===== src/rtl/y86_mem_stage_pkg.sv =====
// Shared Y86 constants and memory-stage types for the M/W slice of the pipeline.
package y86_mem_stage_pkg;

  localparam logic [3:0] I_NOP    = 4'h1;
  localparam logic [3:0] I_RMMOVL = 4'h4;
  localparam logic [3:0] I_MRMOVL = 4'h5;
  localparam logic [3:0] I_CALL   = 4'h8;
  localparam logic [3:0] I_RET    = 4'h9;
  localparam logic [3:0] I_PUSHL  = 4'hA;
  localparam logic [3:0] I_POPL   = 4'hB;

  localparam logic [3:0] S_OK  = 4'h1;
  localparam logic [3:0] S_ADR = 4'h3;

  localparam logic [3:0] R_NONE = 4'hF;

  typedef enum logic [1:0] {
    MS_IDLE = 2'd0,
    MS_REQ  = 2'd1,
    MS_DONE = 2'd2
  } mstate_e;

endpackage


===== src/rtl/y86_mem_stage_regW.sv =====
// W pipeline register: synchronous active-low reset, bubble beats stall.
module y86_regW
  import y86_mem_stage_pkg::*;
(
  input  logic        clk,
  input  logic        reset,
  input  logic        stall,
  input  logic        bubble,
  input  logic [3:0]  stat,
  input  logic [3:0]  icode,
  input  logic [31:0] val_e,
  input  logic [31:0] val_m,
  input  logic [3:0]  dst_e,
  input  logic [3:0]  dst_m,
  output logic [3:0]  w_stat,
  output logic [3:0]  w_icode,
  output logic [31:0] w_val_e,
  output logic [31:0] w_val_m,
  output logic [3:0]  w_dst_e,
  output logic [3:0]  w_dst_m
);

  always_ff @(posedge clk) begin
    if (!reset || bubble) begin
      w_stat  <= S_OK;
      w_icode <= I_NOP;
      w_val_e <= '0;
      w_val_m <= '0;
      w_dst_e <= R_NONE;
      w_dst_m <= R_NONE;
    end else if (!stall) begin
      w_stat  <= stat;
      w_icode <= icode;
      w_val_e <= val_e;
      w_val_m <= val_m;
      w_dst_e <= dst_e;
      w_dst_m <= dst_m;
    end
  end

endmodule


===== src/rtl/y86_mem_stage.sv =====
// Y86 memory stage: req/ack data-memory access FSM with timeout, status and W register.
module y86_mem_stage
  import y86_mem_stage_pkg::*;
#(
  parameter logic [31:0] MEM_BYTES = 32'h0000_1000,
  parameter int unsigned TIMEOUT   = 16
) (
  input  logic        clk,
  input  logic        reset,
  input  logic [3:0]  M_stat,
  input  logic [3:0]  M_icode,
  input  logic [3:0]  M_dstE,
  input  logic [3:0]  M_dstM,
  input  logic [31:0] M_valE,
  input  logic [31:0] M_valA,
  input  logic        W_stall,
  input  logic        W_bubble,
  input  logic        dmem_ack,
  input  logic        dmem_err,
  input  logic [31:0] dmem_rdata,
  output logic        dmem_req,
  output logic        dmem_we,
  output logic [31:0] dmem_addr,
  output logic [31:0] dmem_wdata,
  output logic        m_busy,
  output logic [3:0]  m_stat,
  output logic [31:0] m_valM,
  output logic [3:0]  Wout_stat,
  output logic [3:0]  Wout_icode,
  output logic [3:0]  Wout_dstE,
  output logic [3:0]  Wout_dstM,
  output logic [31:0] Wout_valE,
  output logic [31:0] Wout_valM
);

  // Counter preloads TIMEOUT-1 so REQ lasts at most TIMEOUT cycles.
  localparam logic [15:0] CNT_LOAD = (TIMEOUT == 0) ? '0 : 16'(TIMEOUT - 1);

  mstate_e     state, state_n;
  logic [15:0] cnt, cnt_n;
  logic [31:0] hold_valM, hold_valM_n;
  logic        hold_err, hold_err_n;
  logic        is_rd, is_wr, need_mem, range_err, w_bubble;
  logic [31:0] addr;
  logic [3:0]  w_dstE, w_dstM;

  always_comb begin
    is_rd     = M_icode inside {I_MRMOVL, I_POPL, I_RET};
    is_wr     = M_icode inside {I_RMMOVL, I_PUSHL, I_CALL};
    addr      = (M_icode == I_POPL || M_icode == I_RET) ? M_valA : M_valE;
    need_mem  = (is_rd || is_wr) && (M_stat == S_OK);
    range_err = need_mem && (addr > (MEM_BYTES - 32'd4));
  end

  always_ff @(posedge clk) begin
    if (!reset) begin
      state     <= MS_IDLE;
      cnt       <= '0;
      hold_valM <= '0;
      hold_err  <= 1'b0;
    end else begin
      state     <= state_n;
      cnt       <= cnt_n;
      hold_valM <= hold_valM_n;
      hold_err  <= hold_err_n;
    end
  end

  always_comb begin
    state_n     = state;
    cnt_n       = cnt;
    hold_valM_n = hold_valM;
    hold_err_n  = hold_err;
    case (state)
      MS_IDLE: begin
        if (need_mem && !range_err) begin
          state_n = MS_REQ;
          cnt_n   = CNT_LOAD;
        end
      end
      MS_REQ: begin
        if (dmem_ack) begin
          hold_valM_n = dmem_rdata;
          hold_err_n  = dmem_err;
          state_n     = MS_DONE;
        end else if (TIMEOUT != 0 && cnt == '0) begin
          hold_valM_n = '0;
          hold_err_n  = 1'b1;
          state_n     = MS_DONE;
        end else if (cnt != '0) begin
          cnt_n = cnt - 16'd1;
        end
      end
      MS_DONE: begin
        if (!W_stall) state_n = MS_IDLE;
      end
      default: state_n = MS_IDLE;
    endcase
  end

  always_comb begin
    dmem_req   = (state == MS_REQ);
    dmem_we    = dmem_req && is_wr;
    dmem_addr  = dmem_req ? addr : '0;
    dmem_wdata = dmem_req ? M_valA : '0;
    m_busy     = ((state == MS_IDLE) && need_mem && !range_err) || (state == MS_REQ);
    m_valM     = (state == MS_DONE) ? hold_valM : '0;
    m_stat     = (range_err || ((state == MS_DONE) && hold_err)) ? S_ADR : M_stat;
    w_dstE     = (m_stat == S_ADR) ? R_NONE : M_dstE;
    w_dstM     = (m_stat == S_ADR) ? R_NONE : M_dstM;
    // Stall outranks the self-bubble; an external bubble outranks both.
    w_bubble   = W_bubble || (!W_stall && m_busy);
  end

  y86_regW u_regW (
    .clk     (clk),
    .reset   (reset),
    .stall   (W_stall),
    .bubble  (w_bubble),
    .stat    (m_stat),
    .icode   (M_icode),
    .val_e   (M_valE),
    .val_m   (m_valM),
    .dst_e   (w_dstE),
    .dst_m   (w_dstM),
    .w_stat  (Wout_stat),
    .w_icode (Wout_icode),
    .w_val_e (Wout_valE),
    .w_val_m (Wout_valM),
    .w_dst_e (Wout_dstE),
    .w_dst_m (Wout_dstM)
  );

endmodule


===== config.mk =====
export PLATFORM = sky130hd
export DESIGN_NAME = y86_mem_stage
export DESIGN_NICKNAME = d
export VERILOG_FILES = /design/src/rtl/y86_mem_stage_pkg.sv /design/src/rtl/y86_mem_stage_regW.sv /design/src/rtl/y86_mem_stage.sv
export SDC_FILE = /design/constraint.sdc
export NUM_CORES = 1
export LEC_CHECK = 0
export CAP_MARGIN = 20
export CORE_MARGIN = 8
export CORE_UTILIZATION = 40
export DETAILED_ROUTE_END_ITERATION = 8
export GPL_TIMING_DRIVEN = 0
export HOLD_SLACK_MARGIN = 0.15
export PLACE_DENSITY = 0.87
export SLEW_MARGIN = 20
export SYNTH_ARGS = -nofsm -noshare
export SYNTH_HDL_FRONTEND = slang
export SYNTH_SLANG_ARGS = --single-unit

===== constraint.sdc =====
create_clock -name clk -period 2.2 [get_ports clk]
set_input_delay 0.33 -clock clk [delete_from_list [all_inputs] [get_ports clk]]
set_output_delay 0.33 -clock clk [all_outputs]
set_load 0.01 [all_outputs]

==> impl_metrics.sql <==
INSERT INTO impl_metrics (metric_group, metric, value, unit) VALUES
('clocking', 'clkSlewWorstSetupHoldPaths', '0.06', 'ns'),
('power_and_ir_drop', 'share_comb_of_total_power', '10.2', '%'),
('power_and_ir_drop', 'pwr_density_cell', '605', 'nW/µm²'),
('yosys', 'syn_area', '5960', 'µm²'),
('yosys', 'synthSimpleGateAreaFrac', '25.9', '%'),
('final_layout', 'fillCellCount', '1103', ''),
('routing', 'drtIter0Drc', '384', ''),
('power_and_ir_drop', 'swShare', '23.2', '%'),
('clocking', 'clock_tree.root_cell', 'sky130_fd_sc_hd__clkbuf_16', ''),
('die', 'initial_core_util', '41.0', '%'),
('routing', 'detailed_routing_iterations_pass_1', '5', ''),
('yosys', 'syn_avg_cell_area', '8.44', 'µm²'),
('yosys', 'synthesis.instances', '706', ''),
('final_layout', 'layout_commonest_cell', 'sky130_fd_sc_hd__clkdlybuf4s50_1', ''),
('timing', 'shortest_period_the_worst_path_allows', '2.42', 'ns'),
('yosys', 'area_fraction_in_compound_gates_after_synthesis', '11.9', '%'),
('setup_path', 'crit_arrival', '2.09', 'ns'),
('worst_hold_path', 'worst_hold_path_type', 'in2reg', ''),
('global_route', 'grt.overflow.total', '0', ''),
('yosys', 'synth-adder-area-share', '0.210', '%'),
('yosys', 'syn-num-nets', '825', ''),
('place', 'portBuffers', '299', ''),
('die', 'fp.dieW', '138', 'µm'),
('yosys', 'yosys-mux-area-fraction', '12.3', '%'),
('status', 'status', 'finished with violations', ''),
('final_layout', 'final-seq-area', '2630', 'µm²'),
('timing', 'report.final.setup_viol', '35', ''),
('timing', 'totalNegativeSetupSlack', '-0.579', 'ns'),
('die', 'coreArea', '14500', 'µm²'),
('timing', 'rsz0062_at_grt', 'true', ''),
('power_and_ir_drop', 'max-vdd-ir-drop', '0.557', 'mV'),
('yosys', 'synth-edff-count', '0', ''),
('die', 'io_pins', '301', ''),
('die', 'core.rowCount', '44', ''),
('final_layout', 'final_net_count', '1172', ''),
('global_route', 'pin_count_of_the_biggest_net_entering_global_routing', '17', ''),
('status', 'violations', 'negative setup slack', ''),
('global_route', 'grt_usage', '25.8', '%'),
('global_route', 'vias_in_the_first_global_route', '6545', ''),
('global_route', 'grt_util_met1', '27.5', '%'),
('clocking', 'clock_path_buffers', '2', ''),
('place', 'post_detailed_placement_half_perimeter_wirelength', '19300', 'µm'),
('setup_path', 'crit_path_max_fanout', '3', ''),
('routing', 'finalWirelength', '26500', 'µm'),
('power_and_ir_drop', 'p_switching', '1.44', 'mW'),
('yosys', 'synth_top_family_by_area', 'simple AND/OR/NAND/NOR gates', ''),
('timing', 'timing.slew.headroom', '44.9', '%'),
('timing', 'hold_viol_final', '0', ''),
('clocking', 'worstSkewPairLatency', '0.41', 'ns'),
('routing', 'drc_errors', '0', ''),
('yosys', 'synthFlopType', 'sky130_fd_sc_hd__dfxtp_1', ''),
('power_and_ir_drop', 'share_clk_of_total_power', '50.8', '%'),
('timing', 'fin_ws', '-0.217', 'ns'),
('power_and_ir_drop', 'p_int', '4.75', 'mW'),
('power_and_ir_drop', 'pwr-share-seq', '39.0', '%'),
('power_and_ir_drop', 'power.leakage', '4.70', 'nW'),
('clocking', 'htree_num_levels', '4', ''),
('final_layout', 'area.growth.synth_to_final', '71.8', '%'),
('final_layout', 'post_route_cells_drive_above_1_share', '16.5', '%'),
('yosys', 'synth-xor-area-share', '2.06', '%'),
('timing', 'finalClockSkew', '0.00672', 'ns'),
('yosys', 'synth.yosys.seq_area_share', '44.0', '%'),
('timing', 'clock.fmax', '414', 'MHz'),
('run', 'cap_viol_max_count', '0', ''),
('yosys', 'share_of_async_settable_or_async_resettable_flops_after_synthesis', '0', '%'),
('timing', 'tightestPinTransition', '0.827', 'ns'),
('timing', 'timing.final.max_slew_violations', '0', ''),
('routing', 'detail-route-antenna-nets', '0', ''),
('clocking', 'numClockSinks', '131', ''),
('setup_path', 'worstSetupPathType', 'in2out', ''),
('yosys', 'yosys_warnings', '0', '');
logic make-up after synthesis:
kind of cell               Yosys count
and+or+nand+nor                    328
DFF                                131
AOI/OAI and AO/OA                  106
muxes                               73
buffers and inverters               53
xor gates and xnor gates            14
adders and majority gates            1
power groups by stage:
stage	Sequential [mW]	Clock [mW]	Combinational, mW
floorplan	2.48	0	0.199
global placement	2.47	0	0.592
detailed placement	2.47	0	0.594
CTS	2.41	3.18	0.602
global route	2.42	3.31	0.668
finish	2.41	3.15	0.632
metrics by stage:
stage          cell area [µm²]  setup slack [ns]  utilization (%)  std cells
6_report                 10200            -0.217             70.4       1251
5_1_grt                  10200            -0.253             70.4       1250
4_1_cts                  10000            -0.249             69.0       1233
3_5_place_dp              9180             -1.08             63.2       1189
3_3_place_gp              9180             -1.09             63.2       1189
2_1_floorplan             5960             0.302                -        706
state kept, by name, indices dropped and copies added, names as in the netlist:
| name | count |
|---|---|
| u_regW.w_val_e | 32 |
| u_regW.w_stat | 4 |
| u_regW.w_dst_e | 4 |
| u_regW.w_icode | 4 |
| hold_err | 1 |
| state | 2 |
| u_regW.w_dst_m | 4 |
| cnt | 16 |
| u_regW.w_val_m | 32 |
| hold_valM | 32 |
critical path: stages:
cell and delay [ns]:
sky130_fd_sc_hd__buf_2 0.14, sky130_fd_sc_hd__nor4_2 0.32, sky130_fd_sc_hd__nand4_1 0.24, sky130_fd_sc_hd__a211oi_4 0.34, sky130_fd_sc_hd__buf_6 0.17, sky130_fd_sc_hd__nand2_8 0.05
sky130_fd_sc_hd__a211o_1 0.35, sky130_fd_sc_hd__buf_6 0.15
area by class of cell:
cell class	count	share of cell area [%]
clock inverter	15	2.24
clock buffer	17	4.16
antenna	1	0.0245
timing repair buffer	328	29.6
buffer	48	3.07
inverter	5	0.183
tap	184	2.25
sequential	131	25.7
multi-input combinational	522	32.8
synth_stat cells (all sizes together), types with 2 or more instances:
cell,number,area share [%]
a21oi,36,3.0
and2,65,6.8
a211oi,9,1.2
nor2b,13,1.4
a31oi,2,0.21
nand2b,3,0.32
a22oi,32,4.0
o21ai,12,1.1
nand2,72,4.5
nand4,6,0.63
nor3,10,0.84
buf,16,1.4
o21a,4,0.50
xnor2,12,1.8
inv,5,0.31
mux2i,73,12
clkbuf,32,2.0
xor2,2,0.29
nor4b,2,0.29
or3,3,0.32
o211ai,3,0.38
nor4,14,1.5
dfxtp,131,44
nor2,131,8.3
nand3,3,0.25
repair_timing:
action	in CTS	in global routing
pin swaps	17	27
resized for setup	229	155
endpoints found under the setup margin	227	189
gates cloned	1	0
setup buffers	11	17
final timing paths:
path	startpoint	slack, ns	endpoint	cells past startpoint
max	M_valE[20]	-0.22	m_stat[1]	8
min	M_icode[2]	0.15	u_regW.w_icode[2]	3
max reg2reg	cnt[0]	0.18	cnt[7]	8
min reg2reg	u_regW.w_stat[3]	0.49	u_regW.w_stat[3]	2
layer usage:
layer	wire length (µm)	share of wire [%]
met5	0	0
met4	1540	5.8
met2	13200	50
met3	2140	8.1
met1	9640	36
(Power assumes the default switching activity.)
